--- src/rtl/counter_pkg.sv ---
// Shared definitions for the modulo counter: mode encodings and Gray conversion.
package counter_pkg;

  localparam logic [1:0] MODE_UP     = 2'b00;
  localparam logic [1:0] MODE_DOWN   = 2'b01;
  localparam logic [1:0] MODE_BOUNCE = 2'b10;
  localparam logic [1:0] MODE_HOLD   = 2'b11;

  // Operates at the widest legal counter width; callers zero-extend and slice.
  function automatic logic [31:0] bin2gray(input logic [31:0] b);
    return b ^ (b >> 1);
  endfunction

endpackage

--- src/rtl/counter_next.sv ---
// Combinational next-state for the modulo counter: step, wrap/saturate, bounce turn, tc.
module counter_next
  import counter_pkg::*;
#(
  parameter int              WIDTH    = 4,
  parameter longint unsigned MODULUS  = 16,
  parameter bit              SATURATE = 1'b0
) (
  input  logic [WIDTH-1:0] i_out,
  input  logic             i_dir,
  input  logic [1:0]       i_mode,
  input  logic             i_en,
  output logic [WIDTH-1:0] o_next_out,
  output logic             o_next_dir,
  output logic             o_next_tc
);

  // Compare against the top value before stepping so the count never leaves range,
  // even when MODULUS fills the whole WIDTH-bit space.
  localparam logic [WIDTH-1:0] MAXV = WIDTH'(MODULUS - 64'd1);
  localparam logic [WIDTH-1:0] ONE  = WIDTH'(1);

  logic [WIDTH-1:0] w_term;

  always_comb begin
    w_term = MAXV;
    if (i_mode == MODE_DOWN || (i_mode == MODE_BOUNCE && !i_dir))
      w_term = '0;
  end

  always_comb begin
    o_next_out = i_out;
    o_next_dir = i_dir;
    o_next_tc  = 1'b0;
    if (i_en && i_mode != MODE_HOLD) begin
      o_next_tc = (i_out == w_term);
      case (i_mode)
        MODE_UP: begin
          if (i_out == MAXV) o_next_out = SATURATE ? i_out : '0;
          else               o_next_out = i_out + ONE;
        end
        MODE_DOWN: begin
          if (i_out == '0) o_next_out = SATURATE ? '0 : MAXV;
          else             o_next_out = i_out - ONE;
        end
        MODE_BOUNCE: begin
          if (i_dir) begin
            if (i_out == MAXV) begin
              o_next_out = MAXV - ONE;
              o_next_dir = 1'b0;
            end else begin
              o_next_out = i_out + ONE;
            end
          end else begin
            if (i_out == '0) begin
              o_next_out = ONE;
              o_next_dir = 1'b1;
            end else begin
              o_next_out = i_out - ONE;
            end
          end
        end
        default: o_next_out = i_out;
      endcase
    end
  end

endmodule

--- src/rtl/counter_gen.sv ---
// Parametrised modulo counter with up/down/bounce/hold modes, clear, load,
// optional saturation, registered Gray output and terminal-count pulse.
module counter_gen
  import counter_pkg::*;
#(
  parameter int              WIDTH    = 4,
  parameter longint unsigned MODULUS  = 16,
  parameter bit              SATURATE = 1'b0
) (
  input  logic             CLK,
  input  logic             RST,
  input  logic             clr,
  input  logic             load,
  input  logic [WIDTH-1:0] load_val,
  input  logic             en,
  input  logic [1:0]       mode,
  output logic [WIDTH-1:0] out,
  output logic [WIDTH-1:0] out_gray,
  output logic             dir,
  output logic             tc
);

  localparam logic [WIDTH-1:0] MAXV = WIDTH'(MODULUS - 64'd1);

  logic [WIDTH-1:0] r_out, r_gray;
  logic             r_dir, r_tc;

  logic [WIDTH-1:0] w_step_out, w_d_out;
  logic             w_step_dir, w_step_tc, w_d_dir, w_d_tc;
  logic [31:0]      w_gray32;

  counter_next #(
    .WIDTH   (WIDTH),
    .MODULUS (MODULUS),
    .SATURATE(SATURATE)
  ) u_next (
    .i_out     (r_out),
    .i_dir     (r_dir),
    .i_mode    (mode),
    .i_en      (en),
    .o_next_out(w_step_out),
    .o_next_dir(w_step_dir),
    .o_next_tc (w_step_tc)
  );

  always_comb begin
    w_d_out = w_step_out;
    w_d_dir = w_step_dir;
    w_d_tc  = w_step_tc;
    if (clr) begin
      w_d_out = '0;
      w_d_dir = 1'b1;
      w_d_tc  = 1'b0;
    end else if (load) begin
      w_d_out = (load_val > MAXV) ? MAXV : load_val;
      w_d_dir = r_dir;
      w_d_tc  = 1'b0;
    end
  end

  // Gray is derived from the next value so it lands on the same edge as out.
  assign w_gray32 = bin2gray(32'(w_d_out));

  always_ff @(posedge CLK or negedge RST) begin
    if (!RST) begin
      r_out  <= '0;
      r_gray <= '0;
      r_dir  <= 1'b1;
      r_tc   <= 1'b0;
    end else begin
      r_out  <= w_d_out;
      r_gray <= w_gray32[WIDTH-1:0];
      r_dir  <= w_d_dir;
      r_tc   <= w_d_tc;
    end
  end

  assign out      = r_out;
  assign out_gray = r_gray;
  assign dir      = r_dir;
  assign tc       = r_tc;

endmodule

--- config.mk ---
export PLATFORM = sky130hd
export DESIGN_NAME = counter_gen
export DESIGN_NICKNAME = d
export VERILOG_FILES = /design/src/rtl/counter_pkg.sv /design/src/rtl/counter_next.sv /design/src/rtl/counter_gen.sv
export SDC_FILE = /design/constraint.sdc
export NUM_CORES = 1
export LEC_CHECK = 0
export CAP_MARGIN = 0
export CORE_MARGIN = 4
export CORE_UTILIZATION = 48
export CTS_CLUSTER_DIAMETER = 60
export CTS_CLUSTER_SIZE = 24
export DETAILED_ROUTE_END_ITERATION = 10
export PLACE_DENSITY = 0.85
export SLEW_MARGIN = 40
export SYNTH_ARGS = -nofsm -noshare
export SYNTH_HDL_FRONTEND = slang
export SYNTH_SLANG_ARGS = --single-unit
--- constraint.sdc ---
create_clock -name CLK -period 2.95 [get_ports CLK]
set_input_delay 0.885 -clock CLK [delete_from_list [all_inputs] [get_ports CLK]]
set_output_delay 0.885 -clock CLK [all_outputs]
set_load 0.005 [all_outputs]
==> metrics.md, run 1 <==
| Metric | Value |
|---|---|
| Status | finished, final reports clean |
| Die width | 49.9 microns |
| Worst min-delay path class | flip-flop to flip-flop |
| Final Setup Violations | 0 |
| CP Class | primary input to flip-flop |
| Register area share after synthesis | 0.269 |
| Setup crit start kind | primary input |
| Buf/Inv on CP | 1 |
| Post-synth top area share | 0.238 |
| Max Transition Viols Final | 0 |
| #FFs+latches synth | 9 |
| GRT overflow | 0 |
| N_diodes | 0 |
| Commonest cells after routing, fill and taps aside | 20 x clkdlybuf4s50_1, 8 x dfrtp_1, 7 x nor3_1 |
| Final Critical Period | 2.63 ns |
| Unrepaired setup endpoints after global routing | no |
| Number of sinks on the clock net | 9 |
| CTS Buffer Depth | 2 |
| CP endpoint kind | flip-flop |
| CP max FO | 9 |
| Ys Warns | 0 |
| 1st-pass router iterations | 4 |
| Antenna-violating nets left | 0 |
| CP required | around 3.1 ns |
| WP data arrival | 2.83 ns |
| Peak VDD IR | 0.329 mV |
| PwrDens | 366 mW/mm^2 |
| Largest net degree at the start of global routing | 16 |
| Layout cells sized above 1 | 0.119 |
| Nets | 123 |
| Fill cells | 138 |
| DIE HEIGHT | 49.9 microns |
| Wirelength per Cell | 16.4 microns |
| Synth area leaders | dfrtp_1 24%, a2111oi_4 6.5%, nor2b_1 4.5% |
| Fin crit share | 0.892 |
| Commonest non-fill, non-tap cell in the layout | clkdlybuf4s50_1 |
| CP top delay family | compound AO/OA/AOI/OAI gates |
| Synth cell types | 41 |
| DRC violations left | 0 |
| Final WL | just over 2 mm |
| Cell area after synthesis | 841 sq um |
| Total Routing Usage GR | 0.181 |
| Worst Clk Skew | around 0.0063 ns |
| Total Power | ~380 uW |
| Max stage delay on crit path | ~0.6 ns |
| CTS clk-pin slew, worst paths | 0.06 ns |
| Row Count | 14 |
| Slew margin rel. | 0.650 |
| Root buf cell | clkbuf_4 |
| Initial antenna violation count | 0 |
| Cell taking the most area after synthesis | dfrtp_1 |
| Multi-input gate area | 546 sq um |
| Global-route wire length before repair | 3.40 mm |
| Port bufs | 20 |
| H-tree Lvls | 1 |
| Slowest library cell on the worst path | clkdlybuf4s50_1 |
| Setup bufs post-CTS | 0 |
| Synth Flop Type | dfrtp_1 |
| CTS tree | done |
| I/O pin count | 21 |
| Synthesized instance count | around 90 |
| Pleak | between 0.3 and 0.4 nW |
| CTS Buf Count | 3 |
| DR iter-0 viols | 23 |
| # hold bufs at CTS | 0 |
| Worst slew pin tran | roughly 0.53 ns |
| Async SR Flop Fraction | 1.00 |
| Mean Syn Cell Area | 9.14 sq um |
| Via count | 769 |
| Area Overhead vs Synth | 24.3% |
| Placed Area | 0.00102 sq mm |
| Final Util | 0.663 |
| Core footprint | about 0.0016 sq mm |
| Post-synth EDFFs | 0 |
| Initial core utilization | 0.533 |
| Resized cells post-CTS | 0 |
| Peak Freq | 0.380 GHz |
| Worst-skew pair later-pin latency | about 0.27 ns |
| Worst slack, placed | 0.0890 ns |
| Cells along the critical path | clkdlybuf4s50_1, nand2b_1, o21ai_0, nand3_1, a311oi_2, xor2_1 |
| Final instance area | 0.00104 sq mm |
| Setup TNS | 0 ns |
| Vias per cell | 6.15 |
| GPL Wtd Cong | 0.920 |
| Area of the die | 0.00249 sq mm |
| Net count after synthesis | roughly 110 |
| Final Hold Viols | 0 |
| Final worst slack | 0.318 ns |
| Storage cell area | 226 sq um |
| Max-Cap Viols | 0 |
| DPL Wire Length | 1.52 mm |
| Vias in the first global route | roughly 700 |
==> synthesized netlist by cell type, types with 2 or more instances <==
cell	n
nor4_1	2
clkbuf_1	2
nor3_1	7
a21oi_1	2
a221o_1	2
a21o_1	2
nand3_1	2
o21ai_0	3
buf_6	2
a211o_1	2
nor2_1	5
xor2_1	4
a2111oi_4	2
inv_1	3
nand2_1	4
nor3b_1	2
buf_2	4
ha_1	2
nand2b_1	3
o31a_1	2
nor2b_1	6
dfrtp_1	8
a211oi_1	3
==> per-layer routing <==
metal  wire length (microns)  vias to the layer above  track usage  share of wire
met3                     140                        3       0.0392          0.068
met4                      19                        0       0.0553         0.0093
met1                     884                      352        0.260           0.43
met2                    1010                       37        0.267           0.49
li1                        -                      377            -              -
met5                       0                        -            0              0
==> path summary, 6_finish.rpt <==
check / start / end / slack [ns] / depth (start not counted)
max: mode[0] / out_gray[0] / 0.32 / 6
min: dir / dir / 0.78 / 1
max reg2reg: out[0] / out_gray[2] / 0.57 / 7
min reg2reg: dir / dir / 0.78 / 1
max in group asynchronous: RST / dir / 1.74 / 1
min in group asynchronous: RST / out_gray[3] / 0.90 / 1
==> where the power goes <==
group | internal, mW | switching (mW) | total (mW)
Combinational | 0.0707 | 0.0573 | 0.128
Sequential | 0.135 | 0.0210 | 0.156
Clock | 0.0523 | 0.0462 | 0.0986
Total | 0.258 | 0.124 | 0.382
==> state kept, by name, summed over array words and instances, names as in the netlist <==
register / count
tc: 1
out_gray: 4
dir: 1
out: 3
==> per-stage QoR <==
stage	hold WS (ns)	instances
finish	0.781	125
global route	0.793	125
CTS	0.780	125
detailed placement	0.772	121
global placement	0.760	121
floorplan	0.589	92
==> logic make-up (layout without fill, tap and decap cells) <==
| kind of cell | Yosys count | in the layout | share of synthesized area |
|---|---|---|---|
| AND/OR/NAND/NOR | 38 | 38 | 0.256 |
| AO/OA/AOI/OAI | 26 | 26 | 0.310 |
| buffers and inverters | 12 | 29 | 0.0818 |
| flip-flops | 9 | 9 | 0.269 |
| XOR/XNOR | 4 | 4 | 0.0417 |
| adder cells (fa/ha/maj) | 2 | 2 | 0.0298 |
| multiplexers | 1 | 1 | 0.0119 |
==> area by class of cell <==
class,count,share of cell area
clock buffer,4,0.0251
inverter,3,0.0108
multi-input combinational,71,0.522
sequential,9,0.217
tap,16,0.0192
timing repair buffer,22,0.206
No activity file was read; power rests on OpenSTA's default activity.
==> inputs of run 2 (changes only) <==
--- a/config.mk
+++ b/config.mk
@@ -12,6 +12,7 @@
 export CTS_CLUSTER_SIZE = 24
 export DETAILED_ROUTE_END_ITERATION = 10
 export PLACE_DENSITY = 0.85
+export SKIP_LAST_GASP = 1
 export SLEW_MARGIN = 40
 export SYNTH_ARGS = -nofsm -noshare
 export SYNTH_HDL_FRONTEND = slang
==> results of run 2 <==
Same layout as run 1: the final DEF is identical, and so are final timing and power.
